### config.mk
export PLATFORM = sky130hd
export DESIGN_NAME = atomik_tx_scheduler
export DESIGN_NICKNAME = d
export VERILOG_FILES = /design/src/rtl/atomik_tx_scheduler.sv
export SDC_FILE = /design/constraint.sdc
export NUM_CORES = 1
export LEC_CHECK = 0
export CAP_MARGIN = 15
export CORE_MARGIN = 4
export CORE_UTILIZATION = 50
export CTS_CLUSTER_SIZE = 40
export DETAILED_ROUTE_END_ITERATION = 10
export GPL_TIMING_DRIVEN = 0
export PLACE_DENSITY = 0.83
export SLEW_MARGIN = 20
export SYNTH_ARGS = -nofsm -noshare
export SYNTH_HDL_FRONTEND = slang
export SYNTH_SLANG_ARGS = --single-unit
### constraint.sdc
create_clock -name clk -period 5 [get_ports clk]
set_clock_uncertainty 0.2 [all_clocks]
set_input_delay 0.75 -clock clk [delete_from_list [all_inputs] [get_ports clk]]
set_output_delay 0.75 -clock clk [all_outputs]
set_load 0.005 [all_outputs]
### src/rtl/atomik_tx_scheduler.sv
// -----------------------------------------------------------------------------
// atomik_tx_scheduler
//
// Shares the single UART TX pin among NUM_REQ (1..4) on-chip requesters.
// An idle scheduler grants one requester per frame in round-robin order. It
// latches that requester's 32-bit word, wraps it in a fixed frame and shifts
// it out as 8N1 UART:
//     0xA5, {6'b0, grant_id}, data[31:24], data[23:16], data[15:8], data[7:0]
// With ATOMIK_TX_CHECKSUM_EN defined, a 7th byte follows data[7:0]. It is the
// XOR of the ID byte and the four data bytes; 0xA5 is not part of it.
//
// Ports:
//   clk        in   system (core) clock
//   rst        in   asynchronous, active-high reset
//   req        in   [NUM_REQ]     per-requester request level
//   req_data   in   [32*NUM_REQ]  request words, requester i at [32*i +: 32]
//   req_ack    out  [NUM_REQ]     one-cycle pulse: the word has been latched
//   uart_tx    out  serial output, idle high
//   busy       out  high while a frame is in flight
//   grant_id   out  [2]           index of the last granted requester
//   frame_done out  one-cycle pulse after the final stop bit
//
// Optional feature macro: ATOMIK_TX_CHECKSUM_EN (appends the checksum byte).
// -----------------------------------------------------------------------------
module atomik_tx_scheduler #(
    parameter int CLK_FREQ  = 81_000_000,
    parameter int BAUD_RATE = 115200,
    parameter int NUM_REQ   = 3
) (
    input  logic                   clk,
    input  logic                   rst,
    input  logic [NUM_REQ-1:0]     req,
    input  logic [32*NUM_REQ-1:0]  req_data,
    output logic [NUM_REQ-1:0]     req_ack,
    output logic                   uart_tx,
    output logic                   busy,
    output logic [1:0]             grant_id,
    output logic                   frame_done
);

    localparam int CPB   = CLK_FREQ / BAUD_RATE;
    localparam int CNT_W = (CPB > 1) ? $clog2(CPB) : 1;
    localparam logic [CNT_W-1:0] CNT_LAST = CNT_W'(CPB - 1);
`ifdef ATOMIK_TX_CHECKSUM_EN
    localparam logic [2:0] LAST_BYTE = 3'd6;
`else
    localparam logic [2:0] LAST_BYTE = 3'd5;
`endif

    generate
        if (NUM_REQ < 1 || NUM_REQ > 4) begin : g_bad_num_req
            $error("atomik_tx_scheduler: NUM_REQ must be in 1..4");
        end
        if (CPB < 1) begin : g_bad_baud
            $error("atomik_tx_scheduler: BAUD_RATE exceeds CLK_FREQ");
        end
    endgenerate

    typedef enum logic [2:0] {
        S_IDLE,
        S_START,
        S_DATA,
        S_STOP,
        S_DONE
    } state_t;

    state_t            state_q, state_n;
    logic [CNT_W-1:0]  cnt_q, cnt_n;
    logic [2:0]        bit_q, bit_n;
    logic [2:0]        byte_q, byte_n;
    logic [1:0]        ptr_q, ptr_n;
    logic [1:0]        gid_q, gid_n;
    logic [NUM_REQ-1:0] ack_q, ack_n;
    logic              tx_q, tx_n;
    logic [31:0]       word_q;

    logic [3:0]        req4;
    logic [127:0]      data4;
    logic [1:0]        win_idx;
    logic              win_vld;
    logic [31:0]       word_sel;
    logic              win_load;
    logic [3:0]        ack4;
    logic [2:0]        nxt;
    logic [2:0]        pos;
    logic [7:0]        byte_v;

    // Byte k of the frame being sent.
    function automatic logic [7:0] frame_byte(input logic [2:0]  idx,
                                              input logic [1:0]  gid,
                                              input logic [31:0] w);
        logic [7:0] b;
        case (idx)
            3'd0:    b = 8'hA5;
            3'd1:    b = {6'b0, gid};
            3'd2:    b = w[31:24];
            3'd3:    b = w[23:16];
            3'd4:    b = w[15:8];
            3'd5:    b = w[7:0];
`ifdef ATOMIK_TX_CHECKSUM_EN
            3'd6:    b = {6'b0, gid} ^ w[31:24] ^ w[23:16] ^ w[15:8] ^ w[7:0];
`endif
            default: b = 8'hFF;
        endcase
        return b;
    endfunction

    // Round-robin scan: start at the pointer, ascend modulo NUM_REQ, first
    // asserted request wins. Inputs are padded to 4 so indices stay 2 bits.
    always_comb begin : arbitrate
        req4    = '0;
        req4[NUM_REQ-1:0] = req;
        data4   = '0;
        data4[32*NUM_REQ-1:0] = req_data;
        win_idx = '0;
        win_vld = 1'b0;
        pos     = '0;
        for (int k = 0; k < NUM_REQ; k++) begin
            pos = {1'b0, ptr_q} + 3'(k);
            if (pos >= 3'(NUM_REQ)) begin
                pos = pos - 3'(NUM_REQ);
            end
            if (!win_vld && req4[pos[1:0]]) begin
                win_vld = 1'b1;
                win_idx = pos[1:0];
            end
        end
        case (win_idx)
            2'd0:    word_sel = data4[31:0];
            2'd1:    word_sel = data4[63:32];
            2'd2:    word_sel = data4[95:64];
            default: word_sel = data4[127:96];
        endcase
    end

    always_comb begin : next_state
        state_n  = state_q;
        cnt_n    = cnt_q;
        bit_n    = bit_q;
        byte_n   = byte_q;
        ptr_n    = ptr_q;
        gid_n    = gid_q;
        ack4     = '0;
        win_load = 1'b0;
        nxt      = '0;
        byte_v   = 8'hFF;
        tx_n     = 1'b1;

        case (state_q)
            S_IDLE: begin
                if (win_vld) begin
                    state_n  = S_START;
                    cnt_n    = '0;
                    bit_n    = '0;
                    byte_n   = '0;
                    gid_n    = win_idx;
                    win_load = 1'b1;
                    ack4[win_idx] = 1'b1;
                    nxt   = {1'b0, win_idx} + 3'd1;
                    ptr_n = (nxt >= 3'(NUM_REQ)) ? 2'd0 : nxt[1:0];
                end
            end
            S_START, S_DATA, S_STOP: begin
                if (cnt_q != CNT_LAST) begin
                    cnt_n = cnt_q + 1'b1;
                end else begin
                    cnt_n = '0;
                    if (state_q == S_START) begin
                        state_n = S_DATA;
                        bit_n   = '0;
                    end else if (state_q == S_DATA) begin
                        if (bit_q == 3'd7) begin
                            state_n = S_STOP;
                        end else begin
                            bit_n = bit_q + 3'd1;
                        end
                    end else begin
                        // Stop bit finished: next byte follows with no gap.
                        if (byte_q == LAST_BYTE) begin
                            state_n = S_DONE;
                        end else begin
                            byte_n  = byte_q + 3'd1;
                            state_n = S_START;
                        end
                    end
                end
            end
            S_DONE:  state_n = S_IDLE;
            default: state_n = S_IDLE;
        endcase

        // The line level is registered from the next state so the first
        // start bit appears the cycle right after the grant edge.
        case (state_n)
            S_START: tx_n = 1'b0;
            S_DATA: begin
                byte_v = frame_byte(byte_n, gid_q, word_q);
                tx_n   = byte_v[bit_n];
            end
            default: tx_n = 1'b1;
        endcase

        ack_n = ack4[NUM_REQ-1:0];
    end

    always_ff @(posedge clk or posedge rst) begin
        if (rst) begin
            state_q <= S_IDLE;
            cnt_q   <= '0;
            bit_q   <= '0;
            byte_q  <= '0;
            ptr_q   <= '0;
            gid_q   <= '0;
            ack_q   <= '0;
            tx_q    <= 1'b1;
        end else begin
            state_q <= state_n;
            cnt_q   <= cnt_n;
            bit_q   <= bit_n;
            byte_q  <= byte_n;
            ptr_q   <= ptr_n;
            gid_q   <= gid_n;
            ack_q   <= ack_n;
            tx_q    <= tx_n;
        end
    end

    // Payload register: only meaningful while a frame is in flight.
    always_ff @(posedge clk) begin
        if (win_load) begin
            word_q <= word_sel;
        end
    end

    assign req_ack    = ack_q;
    assign uart_tx    = tx_q;
    assign grant_id   = gid_q;
    assign busy       = (state_q == S_START) || (state_q == S_DATA) || (state_q == S_STOP);
    assign frame_done = (state_q == S_DONE);

endmodule

== Word-level counts from Yosys, hierarchy flattened ==
Index checks and enable logic that the tools add are counted.
Widths: inputs -> output; s select.

* Equal/unequal tests: 17
* $lt $le $gt $ge: 10
* $add $sub $neg: 9
* Reduce and logical (&&, ||, !) cells: 14
* Muxes and demuxes: 50

{| class="wikitable"
|+ Operators by type and width
! kind !! number
|-
| $pmux 32 s3 || 1
|-
| $mux 3 || 18
|-
| $pmux 8 s6 || 1
|-
| $mux 10 || 2
|-
| $pmux 10 s2 || 1
|-
| $pmux 3 s2 || 3
|-
| $eq 3x2->1 const B || 5
|-
| $eq 3x3->1 const B || 5
|-
| $mux 2 || 7
|-
| $lt 2x3->1 const B || 4
|-
| $add 10x1->10 const B || 1
|-
| $mux 1 || 10
|-
| $ne 10x10->1 const B || 1
|-
| $eq 3x1->1 const B || 3
|-
| $ge 3x2->1 const B || 3
|-
| $mux 8 || 1
|-
| $add 2x1->3 const B || 2
|-
| $add 3x1->3 const B || 2
|-
| $bmux 1 s2 || 3
|-
| $logic_not 3->1 || 2
|-
| $sub 2x2->2 const B || 3
|-
| $lt 3x4->1 const B || 1
|-
| $reduce_and 2->1 || 2
|-
| $add 2x2->3 const B || 1
|-
| 14 further kinds || 18
|}

* Output and inout port bits: 8
* Register bits after elaboration: 59
* Logic and storage cells: 109

== Longest topological paths before layout ==
* Depth in word-level cells: 19
* Gate-level depth with buffers: 13
* Gate-level depth less buffers: 12

== Least setup slack after synthesis ==
No wires, ideal clock.

* Path type: register to register
* Start point: register ptr_q[0]
* End point: register tx_q (netlist: uart_tx)
* Period minus slack after synthesis: 3.423 ns
* Cell stages (with the launch flop): 13
* Data required time: 4.722 ns
* Setup slack: 1.577 ns
* Arrival time: 3.145 ns
* Cell sequence: dfrtp_1 -> inv_1 -> ha_1 -> buf_6 -> a22o_1 -> a211o_1 -> a21oi_2 -> nand2b_2 -> inv_2 -> o32ai_4 -> a2111oi_1 -> or4_1 -> a41oi_2

* Longest elaborated chain between the ends: 19
* Elaborated cells on any way between the ends: 43
* Classes of those cells: 5 x add/sub; 3 x order compare; 7 x eq/ne; 23 x mux; 5 x reduce/logical

{| class="wikitable"
|+ RTL lines
! element !! line !! RTL
|-
| start: declaration || 71 || <nowiki>logic [1:0] ptr_q, ptr_n;</nowiki>
|-
| start signal: assignment || 221 || <nowiki>ptr_q <= ptr_n;</nowiki>
|-
| branches (longest 10 deep; another with $add 2x1->3) || -- ||
|-
| $mux 1 * || 123 || <nowiki>if (!win_vld && req4[pos[1:0]]) begin</nowiki>
|-
| $mux 3 || 151 || <nowiki>if (win_vld) begin</nowiki>
|-
| $pmux 3 s2 || 149 || <nowiki>case (state_q)</nowiki>
|-
| $eq 3x3->1, or another cell as far along || 93 || <nowiki>case (idx)</nowiki>
|-
| $pmux 8 s6 || 93 ||
|-
| $mux 8 || 194 || <nowiki>case (state_n)</nowiki>
|-
| $bmux 1 s3 || 198 || <nowiki>tx_n = byte_v[bit_n];</nowiki>
|-
| $mux 1 (implied by the code) || 198 ||
|-
| $pmux 1 s2 * || 194 ||
|-
| net tx_n || 74 || <nowiki>logic tx_q, tx_n;</nowiki>
|-
| end signal: assignment || 224 || <nowiki>tx_q <= tx_n;</nowiki>
|-
| end: declaration || 74 ||
|}

Mark *: on every way through the listed nets, which the timed path passes. The select of a mux whose other input is x is not followed.
A chain may end at the register's enable or synchronous reset.

== Worst setup path in the final report ==
* Start point: input req[1]
* End point: register tx_q (netlist: uart_tx)

* Longest elaborated chain between the ends: 17
* Elaborated cells on any way between the ends: 32
* Classes of those cells: 7 x eq/ne; 20 x mux; 5 x reduce/logical

{| class="wikitable"
|+ RTL lines
! element !! line !! RTL
|-
| start: declaration || 32 || <nowiki>input logic [NUM_REQ-1:0] req,</nowiki>
|-
| $bmux 1 s2 || 123 ||
|-
| $mux 1 (implied by the code) || 123 ||
|-
| $mux 1 || 123 ||
|-
| $logic_not 1->1 || 123 ||
|-
| $logic_and 1x1->1 || 123 ||
|-
| $mux 1 || 123 ||
|-
| $logic_not 1->1 || 123 ||
|-
| $logic_and 1x1->1 || 123 ||
|-
| [2 not listed] || -- ||
|-
| $pmux 3 s2 || 149 ||
|-
| $eq 3x3->1, or another cell as far along || 93 ||
|-
| $pmux 8 s6 || 93 ||
|-
| $mux 8 || 194 ||
|-
| $bmux 1 s3 || 198 ||
|-
| $mux 1 (implied by the code) || 198 ||
|-
| $pmux 1 s2 * || 194 ||
|-
| net tx_n || 74 ||
|}

The timed path passes the listed nets; every way through them passes the cells marked *. The select of a mux whose other input is x is not followed.

==> results.md <==
* Run status: finished clean
* YS warnings at 0
* Worst hold path class: flop to flop
* Crit path max fanout at 41
* Global-route wire length before repair at 16.67 mm
* Cts repair resizes at 0
* TritonCTS Buffers at 9
* Setup-failing EPs final at 0
* Worst Tran Pin Value at 0.7883 ns
* Endpoint class of the critical path: flop
* Mapped Nets at 526
* Clock latency on the worst-skew pair at 0.34 ns
* CTS Sinks at 59
* Max_cap viols at 0
* Unique masters post-synth at 74
* Nets@finish at 645
* Vias in the first global route at 3664
* Largest net degree at the start of global routing at 42
* CP max stage cell: or4_1
* Placed cell area at 5016 um2
* Routability Congestion at 0.9252
* Largest stage delay, worst path at 0.56 ns
* Clock Path Buffers at 2
* Core Region at 7331 um2
* Top cell type by total area after synthesis: edfxtp_1
* Most frequent cells in the layout: 108 x clkdlybuf4s50_1, 94 x nand2_1, 35 x a22oi_1
* Async set-reset flop share out of synthesis at 0.4576
* Syn_area_per_cell at 9.139 um2
* Initial core utilization at 0.5199
* EDFF count, synth at 32
* Die X-Extent at 95.31 um
* CTS tree: done
* Port Buf Inserts at 108
* Initial antenna violation count at 0
* Layout area overhead at 37.29%
* Starting DRC count in detailed routing at 228
* Commonest non-fill, non-tap cell in the layout: clkdlybuf4s50_1
* Clock Tree Root: clkbuf_8
* Final hold vios at 0
* Critical path class: primary input to flop
* Critical Path RT at 5.06 ns
* Cell Area, Synth at 3811 um2
* VDD IR max at 0.0003369 V
* Share of layout cells above drive strength 1 at 0.09057
* Leak at 0.002024 uW
* Tmin final at 3.936 ns
* Top cell type's share of synthesized area at 0.2521
* Vias per cell at 5.786
* Final HPWL DP at 8.227 mm
* Drt first pass iters at 5
* WL/cell at 16.13 um
* CTS Hold Bufs at 0
* Antenna diodes at 0
* Worst relative slew slack at 0.4737
* Critical-path cell list: clkdlybuf4s50_1 -> a22o_1 -> a211o_1 -> a21oi_2 -> nand2b_2 -> inv_2 -> o32ai_4 -> a2111oi_1 -> or4_1 -> a41oi_2
* Cells after Synth at 417
* WL final at 10.32 mm
* Synth area leaders: edfxtp_1 25%, dfrtp_1 17%, nand2_1 9.3%
* Vias at 3703
* Util after Layout at 0.7138
* Global-route usage over all layers at 0.2382
* DRT antenna net count at 0
* Final Instance Area at 5233 um2
* RSZ-0062 raised after global routing: no
* Setup Fix Bufs, Post-CTS at 0
* Yosys reg bits at 59
* Setup crit start kind: primary input
* Fmax at 254.0 MHz
* Pwr/cell area at 432.8 nW/um2
* Critical path buffer and inverter count at 2
* Worst Path Arrival at 4.00 ns
* Total gr overflow at 0
* DRC viols at 0
* Rows at 31
* Seq/Total Area, Yosys at 0.4297
* DIE AREA at 9083 um2
* Clk pin slew, worst setup/hold paths at 0.07 ns
* # IOs at 109
* Die H at 95.31 um
* Prevailing post-synth register cell: edfxtp_1
* Setup TNS at 0 ns
* Largest delay share family, worst path: compound AO/OA/AOI/OAI gates
* H-tree lvl count at 3
* Max-slew violation count at 0
* Fin crit share at 0.7873
==> worst paths after layout <==
| path | start | to | slack [ns] | cells after the start |
|---|---|---|---|---|
| worst max register to register | ptr_q[0] | uart_tx | 1.09 | 12 |
| worst min register to register | ptr_q[0] | ptr_q[0] | 0.33 | 1 |
| worst min-delay path | ptr_q[0] | ptr_q[0] | 0.33 | 1 |
| min in group asynchronous | rst | cnt_q[9] | 0.59 | 2 |
| worst max-delay path | req[1] | uart_tx | 1.06 | 10 |
| max in group asynchronous | rst | cnt_q[3] | 3.63 | 2 |
==> flip-flops by register name (all words and copies together) (netlist names) <==
signal,count
uart_tx,1
cnt_q,10
state_q,3
word_q,32
ptr_q,2
byte_q,3
bit_q,3
grant_id,2
req_ack,3
==> stage by stage <==
| step | power [uW] | hold WS [ns] | std cells | worst slack, ns |
|---|---|---|---|---|
| finish | 2265 | 0.3342 | 640 | 1.064 |
| global route | 2431 | 0.3675 | 640 | 0.8351 |
| CTS | 2267 | 0.3366 | 640 | 1.073 |
| detailed placement | 1799 | 0.3219 | 624 | 0.7279 |
| global placement | 1766 | 0.2984 | 624 | 0.7335 |
| floorplan | 1461 | 0.2787 | 417 | 1.577 |
==> routing by layer <==
| layer | wire (um) | vias to the layer above | track usage |
|---|---|---|---|
| li1 | - | 1786 | - |
| met1 | 4232 | 1717 | 0.2988 |
| met2 | 5116 | 187 | 0.4070 |
| met3 | 853 | 13 | 0.05841 |
| met4 | 118 | 0 | 0.06731 |
| met5 | 0 | - | 0 |
==> area by class of cell <==
type	instances	area (um2)
plain buffers	20	98.84
fillers	537	2098
inverters	16	60.06
multi-input cells	322	2014
flip-flops and latches	59	1638
repair buffers	108	1081
clock buffers	9	123.9
well taps	99	123.9
clock inverters	7	92.59
==> cells in the mapped netlist (all sizes together), types with 8 or more instances <==
master   n
nand2   94
a22oi   35
edfxtp  32
o21ai   30
dfrtp   26
nor2    24
inv     16
clkbuf  14
nand3   14
a21oi   11
ha       8
==> power by group <==
part / internal, uW / switching (uW) / leakage [uW]
clock: 278 / 191 / 0.000101
sequential: 672 / 64.5 / 0.000641
combinational: 425 / 634 / 0.00128
==> cell families (layout without fill, tap and decap cells) <==
family | after synthesis | count (layout) | synth area share
buffers and inverters | 36 | 160 | 0.04169
XOR/XNOR | 4 | 4 | 0.009194
adder cells (fa/ha/maj) | 8 | 8 | 0.02627
multiplexers | 9 | 9 | 0.02429
flip-flops | 59 | 59 | 0.4297
AO/OA/AOI/OAI | 126 | 126 | 0.2498
AND/OR/NAND/NOR | 175 | 175 | 0.2190
==> worst register-to-register path, delay by kind of cell (launching register included) <==
kind                       cells  cell delay (ns)
buffers and inverters          3             0.54
adders and majority gates      1             0.31
and+or+nand+nor                2             0.82
AOI/OAI and AO/OA              6             1.58
DFF                            1             0.38
Note: power is estimated with default switching activity, not from simulation.
